==> src/rtl/rv32i_pkg.sv <==
// Shared RV32I load/store definitions: func3 codes, load FSM encoding and
// access-size helpers used by the load unit and its byte aligner.
package rv32i_pkg;

    localparam logic [6:0] OPCODE_LOAD = 7'b0000011;

    localparam logic [2:0] F3_LB  = 3'd0;
    localparam logic [2:0] F3_LH  = 3'd1;
    localparam logic [2:0] F3_LW  = 3'd2;
    localparam logic [2:0] F3_LBU = 3'd4;
    localparam logic [2:0] F3_LHU = 3'd5;
    localparam logic [2:0] F3_SB  = 3'd0;
    localparam logic [2:0] F3_SH  = 3'd1;
    localparam logic [2:0] F3_SW  = 3'd2;

    typedef enum logic [2:0] {
        LD_IDLE,
        LD_RD0,
        LD_WAIT0,
        LD_RD1,
        LD_WAIT1,
        LD_WB
    } load_state_e;

    function automatic logic f3_legal(input logic [2:0] f3);
        return (f3 == F3_LB) || (f3 == F3_LH) || (f3 == F3_LW) ||
               (f3 == F3_LBU) || (f3 == F3_LHU);
    endfunction

    function automatic logic [2:0] load_size(input logic [2:0] f3);
        case (f3)
            F3_LB, F3_LBU: return 3'd1;
            F3_LH, F3_LHU: return 3'd2;
            default:       return 3'd4;
        endcase
    endfunction

    // An access spills into the next word when its last byte lies past byte 3.
    function automatic logic load_split(input logic [2:0] f3, input logic [1:0] off);
        return ({1'b0, off} + load_size(f3)) > 3'd4;
    endfunction

endpackage

==> src/rtl/load_align.sv <==
// Combinational load aligner: selects the addressed bytes from a two-word
// window and sign- or zero-extends them according to func3.
module load_align
    import rv32i_pkg::*;
(
    input  logic [31:0] d1,
    input  logic [31:0] d0,
    input  logic [1:0]  off,
    input  logic [2:0]  func3,
    output logic [31:0] result
);

    logic [31:0] sh;

    assign sh = 32'({d1, d0} >> {off, 3'b000});

    always_comb begin
        result = 32'd0;
        case (func3)
            F3_LB:   result = {{24{sh[7]}}, sh[7:0]};
            F3_LH:   result = {{16{sh[15]}}, sh[15:0]};
            F3_LW:   result = sh;
            F3_LBU:  result = {24'd0, sh[7:0]};
            F3_LHU:  result = {16'd0, sh[15:0]};
            default: result = 32'd0;
        endcase
    end

endmodule

==> src/rtl/instruction_l.sv <==
// Multi-cycle RV32I load unit: effective address, one or two word reads from
// data RAM (for boundary-straddling loads), byte extraction and write-back.
module instruction_l
    import rv32i_pkg::*;
#(
    parameter int RAM_ADDR_W  = 8,
    parameter int RAM_LATENCY = 1
) (
    input  logic                  iCLK,
    input  logic                  iRST,
    input  logic                  iSTART,
    input  logic [31:0]           iIR,
    input  logic [31:0]           iREG_OUT1,
    output logic [4:0]            oRS1,
    output logic                  oBUSY,
    output logic                  oDONE,
    output logic                  oERR,
    output logic [4:0]            oRD,
    output logic                  oREG_WE,
    output logic [31:0]           oREG_IN,
    output logic                  oRAM_CE,
    output logic                  oRAM_RD,
    output logic                  oRAM_WR,
    output logic [RAM_ADDR_W-1:0] oRAM_ADDR,
    input  logic [31:0]           iRAM_DATA
);

    localparam logic [2:0] LAT_M1 = 3'(RAM_LATENCY - 1);

    load_state_e           state_q, state_d;
    logic [2:0]            func3_q, func3_d;
    logic [1:0]            off_q, off_d;
    logic [4:0]            rd_q, rd_d;
    logic                  err_q, err_d;
    logic                  split_q, split_d;
    logic [2:0]            cnt_q, cnt_d;
    logic [RAM_ADDR_W-1:0] addr_q, addr_d;
    logic [31:0]           d0_q, d0_d;
    logic [31:0]           reg_in_q, reg_in_d;

    logic signed [31:0]    imm_s;
    logic signed [31:0]    ea;
    logic [31:0]           al_d1, al_d0, al_res;
    logic                  unused_ok;

    assign imm_s     = {{20{iIR[31]}}, iIR[31:20]};
    assign ea        = $signed(iREG_OUT1) + imm_s;
    assign unused_ok = ^{ea[31:RAM_ADDR_W+2], iIR[6:0]};

    // Second-word capture combines fresh RAM data with the held first word.
    assign al_d1 = (state_q == LD_WAIT1) ? iRAM_DATA : 32'd0;
    assign al_d0 = (state_q == LD_WAIT1) ? d0_q : iRAM_DATA;

    load_align u_align (
        .d1     (al_d1),
        .d0     (al_d0),
        .off    (off_q),
        .func3  (func3_q),
        .result (al_res)
    );

    always_comb begin
        state_d  = state_q;
        func3_d  = func3_q;
        off_d    = off_q;
        rd_d     = rd_q;
        err_d    = err_q;
        split_d  = split_q;
        cnt_d    = cnt_q;
        addr_d   = addr_q;
        d0_d     = d0_q;
        reg_in_d = reg_in_q;
        case (state_q)
            LD_IDLE: begin
                if (iSTART) begin
                    func3_d = iIR[14:12];
                    rd_d    = iIR[11:7];
                    off_d   = ea[1:0];
                    split_d = load_split(iIR[14:12], ea[1:0]);
                    if (f3_legal(iIR[14:12])) begin
                        state_d = LD_RD0;
                        err_d   = 1'b0;
                        cnt_d   = LAT_M1;
                        addr_d  = ea[RAM_ADDR_W+1:2];
                    end else begin
                        state_d = LD_WB;
                        err_d   = 1'b1;
                    end
                end
            end
            // The strobe cycle is the first cycle of the first latency window.
            LD_RD0, LD_WAIT0: begin
                if (cnt_q == 3'd0) begin
                    d0_d = iRAM_DATA;
                    if (split_q) begin
                        state_d = LD_RD1;
                        cnt_d   = LAT_M1;
                        addr_d  = addr_q + 1'b1;
                    end else begin
                        state_d  = LD_WB;
                        reg_in_d = al_res;
                    end
                end else begin
                    state_d = LD_WAIT0;
                    cnt_d   = cnt_q - 3'd1;
                end
            end
            LD_RD1: state_d = LD_WAIT1;
            LD_WAIT1: begin
                if (cnt_q == 3'd0) begin
                    state_d  = LD_WB;
                    reg_in_d = al_res;
                end else begin
                    cnt_d = cnt_q - 3'd1;
                end
            end
            LD_WB:   state_d = LD_IDLE;
            default: state_d = LD_IDLE;
        endcase
    end

    always_ff @(posedge iCLK) begin
        if (iRST) begin
            state_q  <= LD_IDLE;
            func3_q  <= 3'd0;
            off_q    <= 2'd0;
            rd_q     <= 5'd0;
            err_q    <= 1'b0;
            split_q  <= 1'b0;
            cnt_q    <= 3'd0;
            addr_q   <= '0;
            d0_q     <= 32'd0;
            reg_in_q <= 32'd0;
        end else begin
            state_q  <= state_d;
            func3_q  <= func3_d;
            off_q    <= off_d;
            rd_q     <= rd_d;
            err_q    <= err_d;
            split_q  <= split_d;
            cnt_q    <= cnt_d;
            addr_q   <= addr_d;
            d0_q     <= d0_d;
            reg_in_q <= reg_in_d;
        end
    end

    assign oRS1      = iIR[19:15];
    assign oBUSY     = (state_q != LD_IDLE);
    assign oDONE     = (state_q == LD_WB);
    assign oERR      = (state_q == LD_WB) && err_q;
    assign oREG_WE   = (state_q == LD_WB) && !err_q && (rd_q != 5'd0);
    assign oREG_IN   = reg_in_q;
    assign oRD       = rd_q;
    assign oRAM_CE   = (state_q == LD_RD0) || (state_q == LD_RD1);
    assign oRAM_RD   = oRAM_CE;
    assign oRAM_WR   = 1'b0;
    assign oRAM_ADDR = addr_q;

endmodule

==> config.mk <==
export PLATFORM = sky130hd
export DESIGN_NAME = instruction_l
export DESIGN_NICKNAME = d
export VERILOG_FILES = /design/src/rtl/rv32i_pkg.sv /design/src/rtl/load_align.sv /design/src/rtl/instruction_l.sv
export SDC_FILE = /design/constraint.sdc
export NUM_CORES = 1
export LEC_CHECK = 0
export BUFFER_PORTS_ARGS = -buffer_cell sky130_fd_sc_hd__buf_2
export CORE_UTILIZATION = 55
export CTS_CLUSTER_DIAMETER = 120
export DETAILED_ROUTE_END_ITERATION = 8
export PLACE_DENSITY = 0.95
export SLEW_MARGIN = 0
export SYNTH_ARGS = -nofsm -noshare
export SYNTH_HDL_FRONTEND = slang
export SYNTH_SLANG_ARGS = --single-unit
==> constraint.sdc <==
create_clock -name iCLK -period 6.9 [get_ports iCLK]
set_input_delay 1.725 -clock iCLK [delete_from_list [all_inputs] [get_ports iCLK]]
set_output_delay 1.725 -clock iCLK [all_outputs]
set_load 0.05 [all_outputs]
; Word level (Yosys, flattened, before mapping)
; Cells that the tools add are included.
[totals]
ff_bits = 90
input_bits = 99
out_inout_bits = 57
wordCells = 92
[op_classes]
n_addsub = 4
n_lt_le_gt_ge = 1
eq_ne = 21
n_shift = 1
mux = 28
reduce_logical = 27
[op_table]
columns = op, n
row1 = $mux W32, 5
row2 = $pmux W32 S5, 1
row3 = $pmux W32 S2, 1
row4 = $shr A64 B5 Y32, 1
row5 = $mux W3, 12
row6 = $mux W8, 4
row7 = $eq A3 B3 Y1 const B, 6
row8 = $pmux W8 S2, 1
row9 = $eq A3 B2 Y1 const B, 4
row10 = $logic_not A3 Y1, 4
row11 = $ne A2 B2 Y1 const B, 6
row12 = $pmux W3 S4, 1
row13 = $add A10 B10 Y10, 1
row14 = $reduce_and A5 Y1, 2
row15 = $eq A3 B1 Y1 const B, 3
row16 = $pmux W3 S3, 1
row17 = $add A8 B1 Y8 const B, 1
row18 = $pmux W3 S2, 1
row19 = $reduce_and A2 Y1, 3
row20 = $reduce_bool A3 Y1, 2
row21 = $reduce_or A2 Y1, 3
row22 = $logic_or A1 B1 Y1, 5
row23 = $reduce_bool A5 Y1, 1
row24 = $reduce_and A4 Y1, 1
row25 = 9 further kinds, 12

; Depth between registers and ports, before layout
; Gate-level depths: netlist (run 1).
[logic_depth]
depth_word = 8
mapped_depth = 9
mapped_depth_nobuf = 7

; Modules after synthesis
; A second synthesis (run 1) with hierarchy kept.
[unflattened]
hier_cells = 675
area_unflattened_um2 = 5994.5
[modules_own_cells]
columns = module, n_inst, cells_per_inst, area_per_inst_um2, seq_area_each_um2
row1 = instruction_l, 1, 560, 4774.6, 1801.7
row2 = load_align, 1, 115, 1219.9, 0.0

; Least setup slack after synthesis (run 1)
; No wires, ideal clock.
[synth_timing]
path_type = register to output
startpoint = register state_q[0]
endpoint = output oREG_WE
arrival_ns = 2.555
slack_ns = 2.620
path_stages_with_launch = 6
n_path_buf = 2
path_cell_list = dfxtp_1 -> buf_2 -> clkbuf_1 -> nor2b_1 -> and2_1 -> nor3b_1
[synth_via]
elab_chain_len = 3
[synth_rtl]
columns = element, line
row1 = from (decl), instruction_l.sv:30  ; load_state_e state_q, state_d;
row2 = from (signal assigned), instruction_l.sv:135  ; state_q <= state_d;
row3 = $eq A3 B3 Y1, --
row4 = via oDONE, instruction_l.sv:16  ; output logic oDONE,
row5 = $logic_and A1 B1 Y1 (2 in series), instruction_l.sv:152  ; assign oREG_WE = (state_q == LD_WB) && !err_q && (rd_q != 5'd0);
row6 = to (decl), instruction_l.sv:19  ; output logic oREG_WE,
; The timed path passes the listed nets, and every way through them passes these cells.

; Worst setup path after layout (run 1)
[layout_timing]
startpoint = register state_q[0]
endpoint = output oREG_WE
[layout_via]
elab_chain_len = 3
[layout_rtl]
columns = element, line
row1 = $eq A3 B3 Y1, instruction_l.sv:152
row2 = $logic_and A1 B1 Y1 (2 in series), instruction_l.sv:152
; No other way between the ends.

==> metrics.md, run 1 <==
| Metric | Value |
|---|---|
| Power Density | 469 mW/mm^2 |
| I/O Buffers | 113 |
| Max-cap viol count | 0 |
| Synth top area cells | dfxtp_1 (32%), mux2i_1 (9.2%), nand2_1 (8.2%) |
| Slew @ Worst Pin | 1160 ps |
| Fin nets | 878 |
| Gr usage total | 28.8% |
| Mapped Cells | 687 |
| Relative slew slack | 22.2% |
| Initial DRT Pass Iterations | 6 |
| Worst Path Max Fanout | 18 |
| Async SR Flop Fraction | 0% |
| Pins Over Slew Limit | 0 |
| P&R area growth vs syn | 13.6% |
| Worst setup margin | 3060 ps |
| Hold Fails Final Rpt | 0 |
| CTS Buf Count | 9 |
| Layout Utilization | 64.5% |
| Number of setup buffers added after CTS | 0 |
| Initial DRC Count | 694 |
| Cell variety after synth | 65 |
| Residual DRC | 0 |
| Fmax | 261 MHz |
| Cell Area, Synth | 0.00558 sq mm |
| Root Buffer | clkbuf_8 |
| Fill cells | 805 |
| Fin Clk Skew | 12.9 ps |
| Chip height | 103 um |
| DPL Wire Length | 10500 um |
| Post-synth EDFFs | 0 |
| Outcome | complete, no violations |
| Register area share after synthesis | 32.3% |
| Storage cell area | 0.00180 sq mm |
| Final setup vio count | 0 |
| Syn_nets | 801 |
| Clk pin slew, worst setup/hold paths | 110 ps |
| Grt peak-use layer | met2 |
| Post-synthesis mux area share | 12.4% |
| Die area | 0.0105 sq mm |
| Dpl ws | 2960 ps |
| Class of the worst hold path | flip-flop to flip-flop |
| Max H-tree Level | 3 |
| Startpoint types | flip-flop |
| Share of the synthesized area in the top cell type | 32.3% |
| Die span in x | 103 um |
| M1 GR Usage | 40.6% |
| Wirelength per Cell | 17.0 um |
| Ys flop type | dfxtp_1 |
| Via/cell ratio | 6.26 |
| Vias in the first global route | 4939 |
| First-pass GRT wire length | 23900 um |
| GR Layer Usage met2 | 43.1% |
| Post_cts resized | 0 |
| Synth Area in XOR/XNOR | 0.942% |
| CTS tree | built |
| Arr. time, crit path | 2110 ps |
| Final period util | 55.6% |
| Final ANT Viol Nets | 0 |
| I/O pins | 156 |
| Synth Area in Compound Gates | 24.5% |
| Largest net degree at the start of global routing | 69 |
| Ant diodes | 0 |
| Adder-Cell Fraction of Synth Area | 3.81% |
| Setup slack, reg-to-reg | 3940 ps |
| Antenna violations before repair | 0 |
| Layout cells sized above 1 | 22.0% |
| Leak | 2.59 nW |
| GR met3 Demand/Resource | 7.05% |
| Synth Area in Simple Gates | 20.9% |
| Clock sinks | 90 |
| Grt total ovfl | 0 |
| Setup TNS | 0 ps |
| Synthesized area per cell | 8.12 sq um |
| Post-synth top area cell | dfxtp_1 |
| Via count | 5645 |
| Num rows | 36 |
| Multi-input logic area | 0.00351 sq mm |
| FF+latch count, synth | 90 |
| Starting Density | 56.8% |
| Post-Route WL | 15300 um |
| CP endpoint kind | output pin |
| RSZ-0062 raised after global routing | no |
| GP Congestion | 0.862 |
| Required time of the critical path | 5180 ps |
| Maximum VDD drop | 0.000224 V |
| Total power | 2.97 mW |
| YS warnings | 0 |
| Post-CTS Hold Fix Bufs | 0 |
| Critical path type | flip-flop to output pin |
| Largest family of logic cells by synthesized area | compound AO/OA/AOI/OAI gates |
| Clock tree buffer depth | 2 |
| Core ar. | 0.00982 sq mm |
| Clk Latency, worst-skew pair | 370 ps |
| Post-route minimum period | 3840 ps |
worst max-delay path: stages (launching register included):
cell	delay (ps)
dfxtp_1	750
nor2b_1	240
and2_1	170
nor3b_1	250
buf_2	310
per-stage QoR:
stage | instance area [sq um] | instances | hold WS, ps
final | 6330 | 902 | 458
after global placement | 6140 | 886 | 433
after CTS | 6330 | 902 | 460
after global routing | 6330 | 902 | 473
after detailed placement | 6140 | 886 | 444
after floorplan | 5580 | 687 | 433
logic make-up (layout without fill, tap and decap cells):
logic type / Yosys count / after routing
AO/OA/AOI/OAI: 202 / 202
XOR/XNOR: 6 / 6
adder cells (fa/ha/maj): 16 / 16
buffers and inverters: 63 / 145
flip-flops: 90 / 90
multiplexers: 60 / 60
other: 1 / 1
AND/OR/NAND/NOR: 249 / 249
cell type report:
class,instances,share of cell area (%)
timing repair buffer,122,10.0
inverter,7,0.415
multi-input combinational,534,55.5
clock inverter,7,1.07
clock buffer,9,1.96
tap,133,2.63
sequential,90,28.5
flip-flops by register name (all words and copies together) (netlist names):
signal     count
oRD            5
oRAM_ADDR      8
oREG_IN       32
state_q        3
off_q          2
d0_q          32
err_q          1
cnt_q          3
func3_q        3
split_q        1
placed cells by master, fill, tap and decap left out, types with 6 or more instances in the layout:
cell      synthesis  layout
a21o_1            8       8
mux2i_1          51      51
a211oi_1         14      14
mux4_2            7       7
a22oi_1           6       6
o21ai_0          22      22
ha_1             13      13
nor2b_1          11      11
buf_4             7       9
nand2_1         122     122
o211ai_1         15      15
nor2_1           47      46
buf_2             7     113
nor3_1           11      11
clkbuf_8          0       9
a311oi_2          7       7
a21oi_1          83      82
o22ai_1           9       9
a311oi_1          7       7
inv_1             7       7
nor3b_1           6       6
dfxtp_1          90      89
nand2b_1          7       7
nand3_1          11      11
routing by layer:
metal	vias up	wire [um]
li1	2655	-
met1	2609	6620
met2	329	6670
met3	52	1550
met4	0	459
met5	-	0
synthesized netlist by cell type (all sizes together), types with 12 or more instances:
cell	number
o211ai	15
mux2i	51
clkbuf	37
a211oi	17
nand2	122
nor2	47
nor3	12
a311oi	14
buf	19
ha	13
dfxtp	90
a21oi	83
o21ai	22
path summary, 6_finish.rpt:
path | start | cells past startpoint | end
setup / recovery | state_q[0]$_SDFFE_PP0P_ | 4 | oREG_WE
hold / removal | d0_q[5]$_SDFFE_PP0P_ | 2 | d0_q[5]$_SDFFE_PP0P_
setup reg to reg | state_q[2]$_SDFFE_PP0P_ | 6 | oREG_IN[15]$_SDFFE_PP0P_
hold reg to reg | d0_q[5]$_SDFFE_PP0P_ | 2 | d0_q[5]$_SDFFE_PP0P_
report_power, final:
group / internal (mW) / switching (mW) / leakage [nW]
logic: 0.526 / 1.20 / 1.76
clock network: 0.142 / 0.221 / 0.0962
registers: 0.715 / 0.163 / 0.737
total: 1.38 / 1.58 / 2.59
Power figures use the tool's default switching activity.
==> inputs of run 2 (changes only) <==
--- a/config.mk
+++ b/config.mk
@@ -5,11 +5,12 @@
 export SDC_FILE = /design/constraint.sdc
 export NUM_CORES = 1
 export LEC_CHECK = 0
+export ABC_AREA = 1
 export BUFFER_PORTS_ARGS = -buffer_cell sky130_fd_sc_hd__buf_2
-export CORE_UTILIZATION = 55
+export CORE_UTILIZATION = 53
 export CTS_CLUSTER_DIAMETER = 120
 export DETAILED_ROUTE_END_ITERATION = 8
-export PLACE_DENSITY = 0.95
+export PLACE_DENSITY = 0.92
 export SLEW_MARGIN = 0
 export SYNTH_ARGS = -nofsm -noshare
 export SYNTH_HDL_FRONTEND = slang
==> constraint.sdc (replaced) <==
create_clock -name iCLK -period 3.8 [get_ports iCLK]
set_input_delay 0.95 -clock iCLK [delete_from_list [all_inputs] [get_ports iCLK]]
set_output_delay 0.95 -clock iCLK [all_outputs]
set_load 0.05 [all_outputs]
==> run 2 against run 1 <==
Effect of this change:
- count of clock-buffer cells in the layout rose by 1
- area after synthesis is 2.1% higher
- largest power group unchanged
- power increased by 98%
- routed wire length about the same
- largest cell class unchanged
- design area rose by 0.12%
- register-to-register slack lost 2700 ps
- cell count rose by 20%
- worst setup slack lost 2500 ps
- flip-flop and latch count unchanged
- synthesized cell count rose by 27%
==> metrics.md, run 2 <==
| Metric | Value |
|---|---|
| Async SR Flop Fraction | 0% |
| Vias in the first global route | 5601 |
| M1 GR Usage | 32.9% |
| Maximum VDD drop | 0.000484 V |
| Final period util | 85.6% |
| Hold Fails Final Rpt | 0 |
| CTS tree | built |
| Top cells by count, synth | nand3_1 (159), nand2_1 (154), a21oi_1 (114) |
| Max-cap viol count | 0 |
| Ant diodes | 0 |
| Wirelength per Cell | 14.1 um |
| Final setup vio count | 0 |
| Worst path max stage delay | 920 ps |
| CP endpoint kind | output pin |
| Final instance area | 0.00634 sq mm |
| Clock tree buffer depth | 2 |
| Residual DRC | 0 |
| Mapped Cells | 873 |
| Grt peak-use layer | met2 |
| Post-synth top area cell | dfxtp_1 |
| Initial DRC Count | 609 |
| Chip height | 106 um |
| Worst Setup SP | state_q[2]$_SDFFE_PP0P_ |
| Fin Clk Skew | 14.3 ps |
| Initial DRT Pass Iterations | 6 |
| Min-delay src | oREG_IN[18]$_SDFFE_PP0P_ |
| Synth top area cells | dfxtp_1 (32%), nand3_1 (14%), nand2_1 (10%) |
| Most frequent cells in the layout | nand3_1 (159), nand2_1 (154), a21oi_1 (114), buf_2 (113), inv_1 (90) |
| FF+latch count, synth | 90 |
| Clock share of power | 10.4% |
| CP max-delay cell | dfxtp_1 |
| Leak | 2.99 nW |
| Die area | 0.0112 sq mm |
| Slew @ Worst Pin | 1020 ps |
| Most frequent cell after synthesis | nand3_1 |
| DPL Wire Length | 10800 um |
| Fin cells | 1083 |
| Grt total ovfl | 0 |
| I/O pins | 156 |
| Via count | 6183 |
| Class of the worst hold path | flip-flop to flip-flop |
| Share of the synthesized area in the top cell type | 31.6% |
| Final ANT Viol Nets | 0 |
| Core ar. | 0.0104 sq mm |
| Cell Area, Synth | 0.00570 sq mm |
| GR met3 Demand/Resource | 5.57% |
| Pins Over Slew Limit | 0 |
| Fin nets | 1057 |
| Dpl ws | 973 ps |
| Reg-to-reg critical path startpoint | state_q[2]$_SDFFE_PP0P_ |
| Worst setup margin | 546 ps |
| Comb power frac | 62.4% |
| Post-route minimum period | 3250 ps |
| Cell Area, Placed | 0.00617 sq mm |
| Worst Path Max Fanout | 21 |
| Required time of the critical path | 2850 ps |
| Root Buffer | clkbuf_8 |
| Worst path top cell family by delay | flip-flops |
| RSZ-0062 raised after global routing | no |
| Crit-path cells | inv_2 -> nor3_1 -> inv_1 -> a311oi_2 -> buf_2 |
| Layout Utilization | 61.1% |
| Num rows | 37 |
| Critical path type | flip-flop to output pin |
| Cell variety after synth | 39 |
| Setup TNS | 0 ps |
| Layout cells sized above 1 | 17.0% |
| YS warnings | 0 |
| Via/cell ratio | 5.71 |
| Clk pin slew, worst setup/hold paths | 90 ps |
| Switch Pwr | 3.29 mW |
| Clock sinks | 90 |
| Relative slew slack | 31.8% |
| Antenna violations before repair | 0 |
| WP buf/inv | 3 |
| P&R area growth vs syn | 11.3% |
| Post-synth EDFFs | 0 |
| Fmax | 307 MHz |
| Starting Density | 54.9% |
| GR Layer Usage met2 | 47.2% |
| Syn_nets | 987 |
| Synthesized area per cell | 6.52 sq um |
| Commonest non-fill, non-tap cell in the layout | nand3_1 |
| Post_cts resized | 0 |
| Register area share after synthesis | 31.6% |
| Post-CTS Hold Fix Bufs | 0 |
| Startpoint types | flip-flop |
| Largest net degree at the start of global routing | 67 |
| Outcome | complete, no violations |
| First-pass GRT wire length | 24900 um |
| Power Density | 929 mW/mm^2 |
| Power Internal | 2.60 mW |
| Number of setup buffers added after CTS | 0 |
| Post-Route WL | 15300 um |
| I/O Buffers | 113 |
| Clk Latency, worst-skew pair | 370 ps |
| Net Sw Frac | 55.9% |
| Gr usage total | 27.5% |
| Ys flop type | dfxtp_1 |
| GP Congestion | 0.899 |
| Placed cell count | 1068 |
| CTS Buf Count | 9 |
| Fill cells | 984 |
| Max H-tree Level | 3 |
| Arr. time, crit path | 2300 ps |
| Die span in x | 106 um |
| Sequential power share | 27.3% |
[run 2: changes by cell type after synthesis, moves of 12 or more]
cell	delta
a21oi_1	+31
a211oi_1	-12
inv_1	+83
nand3_1	+148
nand2_1	+32
o21ai_1	+16
mux2i_1	-51
o21ai_0	+60
[run 2: path summary, 6_finish.rpt]
| check | endpoint | slack, ps | depth (start not counted) |
|---|---|---|---|
| setup / recovery | oREG_WE | 550 | 5 |
| hold / removal | oREG_IN[18]$_SDFFE_PP0P_ | 470 | 2 |
| setup reg to reg | oREG_IN[28]$_SDFFE_PP0P_ | 1230 | 8 |
| hold reg to reg | oREG_IN[18]$_SDFFE_PP0P_ | 470 | 2 |
[run 2: final cells by class]
type	count	area [sq um]	share of cell area, %
Multi-Input combinational cell	626	3210	50.6
Sequential cell	90	1800	28.4
Timing Repair Buffer	122	633	9.98
Inverter	94	353	5.56
Tap cell	136	170	2.68
Clock buffer	10	138	2.17
Clock inverter	5	37.5	0.592
[run 2: routing by layer]
layer / share of wire (%) / wire, um
met3: 8.3 / 1260
met1: 41 / 6220
met2: 47 / 7170
met4: 4.1 / 624
met5: 0 / 0
[run 2: worst register-to-register path, delay by kind of cell (launching register included)]
family / cells / cell delay (ps)
compound gates: 1 / 140
buf+inv: 1 / 360
flops: 1 / 920
simple gates: 6 / 1090
[run 2: kinds of logic (layout without fill, tap and decap cells)]
| group | after synthesis | in the layout | share of synthesized area, % |
|---|---|---|---|
| buffers and inverters | 157 | 231 | 12.3 |
| flip-flops | 90 | 90 | 31.6 |
| XOR/XNOR | 6 | 6 | 0.923 |
| other | 1 | 1 | 0.0658 |
| AO/OA/AOI/OAI | 229 | 229 | 21.2 |
| AND/OR/NAND/NOR | 375 | 375 | 30.4 |
| adder cells (fa/ha/maj) | 15 | 15 | 3.56 |
[run 2: power groups by stage]
| stage | Combinational [mW] | Sequential [mW] | Clock, mW |
|---|---|---|---|
| after floorplan | 2.38 | 2.21 | 0 |
| after global placement | 3.53 | 1.61 | 0 |
| after detailed placement | 3.61 | 1.62 | 0 |
| after CTS | 3.63 | 1.60 | 0.612 |
| after global routing | 4.05 | 1.65 | 0.650 |
| final | 3.67 | 1.61 | 0.611 |
[run 2: metrics by stage]
step                      total power, mW  hold slack, ps
after floorplan                      4.60             452
after global placement               5.14             451
after detailed placement             5.23             457
after CTS                            5.85             471
after global routing                 6.35             483
final                                5.89             467
==> inputs of run 3 (changes only) <==
--- a/config.mk
+++ b/config.mk
@@ -10,7 +10,7 @@
 export CORE_UTILIZATION = 53
 export CTS_CLUSTER_DIAMETER = 120
 export DETAILED_ROUTE_END_ITERATION = 8
-export PLACE_DENSITY = 0.92
+export PLACE_DENSITY = 0.81
 export SLEW_MARGIN = 0
 export SYNTH_ARGS = -nofsm -noshare
 export SYNTH_HDL_FRONTEND = slang
==> run 3 against run 2 <==
Effect of this change:
- sequential power hardly changed
- global-route usage is 1.1 points higher
- die area stayed put
- design area is 0.34% higher
- critical path depth stayed put
- first-iteration DRC count is 33% lower
- flip-flop and latch count stayed put
- critical endpoint unchanged
==> metrics.md, run 3 (same netlist as run 2, synthesis figures left out) <==
| Metric | Value |
|---|---|
| Outcome | complete, no violations |
| Post-route minimum period | 2850 ps |
| Max H-tree Level | 3 |
| Worst setup margin | 952 ps |
| Wirelength per Cell | 14.1 um |
| Residual DRC | 0 |
| Class of the worst hold path | flip-flop to flip-flop |
| Via count | 6113 |
| Fin nets | 1059 |
| Crit. path cell count | 5 |
| Die area | 0.0112 sq mm |
| Gr usage total | 28.5% |
| Worst Setup SP | state_q[2]$_SDFFE_PP0P_ |
| Initial DRT Pass Iterations | 6 |
| Clock tree buffer depth | 2 |
| Final ANT Viol Nets | 0 |
| Slew @ Worst Pin | 1090 ps |
| First-pass GRT wire length | 25800 um |
| Root Buffer | clkbuf_8 |
| Final period util | 75.0% |
| Final setup vio count | 0 |
| Power Density | 925 mW/mm^2 |
| Fin Clk Skew | 11.7 ps |
| Initial DRC Count | 408 |
| Post_cts resized | 0 |
| I/O Buffers | 113 |
| Maximum VDD drop | 0.000447 V |
| Critical path type | flip-flop to output pin |
| CP endpoint kind | output pin |
| Relative slew slack | 27.2% |
| Clock sinks | 90 |
| M1 wire length | 6690 um |
| Post-CTS Hold Fix Bufs | 0 |
| Pins Over Slew Limit | 0 |
| Cell Area, Placed | 0.00619 sq mm |
| Reg-to-reg critical path startpoint | state_q[1]$_SDFFE_PP0P_ |
| CTS Buf Count | 9 |
| Final instance area | 0.00636 sq mm |
| Die span in x | 106 um |
| Critical path endpoint | oREG_WE |
| Antenna violations before repair | 0 |
| Largest net degree at the start of global routing | 65 |
| I/O pins | 156 |
| Chip height | 106 um |
| P&R area growth vs syn | 11.7% |
| Worst path max stage delay | 610 ps |
| Fmax | 351 MHz |
| Post-Route WL | 15300 um |
| Worst path top cell family by delay | flip-flops |
| Dpl ws | 998 ps |
| Core ar. | 0.0104 sq mm |
| Layout cells sized above 1 | 17.2% |
| Arr. time, crit path | 1900 ps |
| Most frequent cells in the layout | nand3_1 (159), nand2_1 (154), a21oi_1 (114), buf_2 (113), inv_1 (90) |
| DPL Wire Length | 10800 um |
| Setup slack, reg-to-reg | 1380 ps |
| GP Congestion | 0.850 |
| Hold Slack | 467 ps |
| Clk Latency, worst-skew pair | 370 ps |
| Max-cap viol count | 0 |
| Hold Fails Final Rpt | 0 |
| Setup TNS | 0 ps |
| Grt total ovfl | 0 |
| Starting Density | 54.9% |
| Commonest non-fill, non-tap cell in the layout | nand3_1 |
| CTS tree | built |
| CP max-delay cell | dfxtp_1 |
| Worst Path Max Fanout | 9 |
| Vias in the first global route | 5604 |
| Leak | 3.00 nW |
| Met2 routed WL | 7310 um |
| Ant diodes | 0 |
| Required time of the critical path | 2850 ps |
| Clk pin slew, worst setup/hold paths | 90 ps |
| RSZ-0062 raised after global routing | no |
| Crit-path cells | inv_2 -> nor3_1 -> inv_1 -> a311oi_2 -> buf_2 |
| Via/cell ratio | 5.63 |
| Top Metal Used | met4 |
| Worst R2R End | d0_q[29]$_SDFFE_PP0P_ |
| R2r worst-path depth | 8 |
| Startpoint types | flip-flop |
| Num rows | 37 |
| WP buf/inv | 3 |
| Met3 wire len | 884 um |
| Number of setup buffers added after CTS | 0 |
run 3: area by class of cell:
type | instances | area, sq um
sequential | 90 | 1800
clock buffer | 10 | 128
fill | 1050 | 4010
timing repair buffer | 124 | 661
inverter | 94 | 353
tap | 136 | 170
multi-input combinational | 626 | 3210
clock inverter | 6 | 41.3
run 3: through the flow:
stage          power, mW  utilization (%)  instances
2_1_floorplan       4.60                -        873
3_3_place_gp        5.20             59.7       1070
3_5_place_dp        5.27             59.7       1070
4_1_cts             5.87             61.4       1086
5_1_grt             6.40             61.4       1086
6_report            5.88             61.4       1086
run 3: worst min path at each step:
| stage | startpoint | slack (ps) | cells after the start | to |
|---|---|---|---|---|
| final | oREG_IN[17]$_SDFFE_PP0P_ | 470 | 2 | oREG_IN[17]$_SDFFE_PP0P_ |
| after global routing | oREG_IN[10]$_SDFFE_PP0P_ | 490 | 2 | oREG_IN[10]$_SDFFE_PP0P_ |
| after CTS | oREG_IN[5]$_SDFFE_PP0P_ | 470 | 2 | oREG_IN[5]$_SDFFE_PP0P_ |
| after detailed placement | oREG_IN[5]$_SDFFE_PP0P_ | 450 | 2 | oREG_IN[5]$_SDFFE_PP0P_ |
| after global placement | oREG_IN[17]$_SDFFE_PP0P_ | 450 | 2 | oREG_IN[17]$_SDFFE_PP0P_ |
| after floorplan | err_q$_SDFFE_PP0P_ | 450 | 2 | err_q$_SDFFE_PP0P_ |
run 3: power by group:
group          internal, mW  switching (mW)  total [mW]
Combinational          1.03            2.67        3.70
Clock                 0.238           0.357       0.595
Sequential             1.35           0.239        1.59
run 3: worst register-to-register path, cell delays in order (launching register included):
cell	delay, ps
dfxtp_1	440
nor2_4	60
buf_4	230
nor3_4	400
inv_2	200
nor2_4	480
buf_12	270
o21ai_0	130
a21oi_1	150
run 3: routing by layer:
layer	vias up	global-route usage (%)
met1	2788	35.9
met2	224	48.0
met4	0	13.4
met5	-	0
li1	3066	-
met3	35	3.96
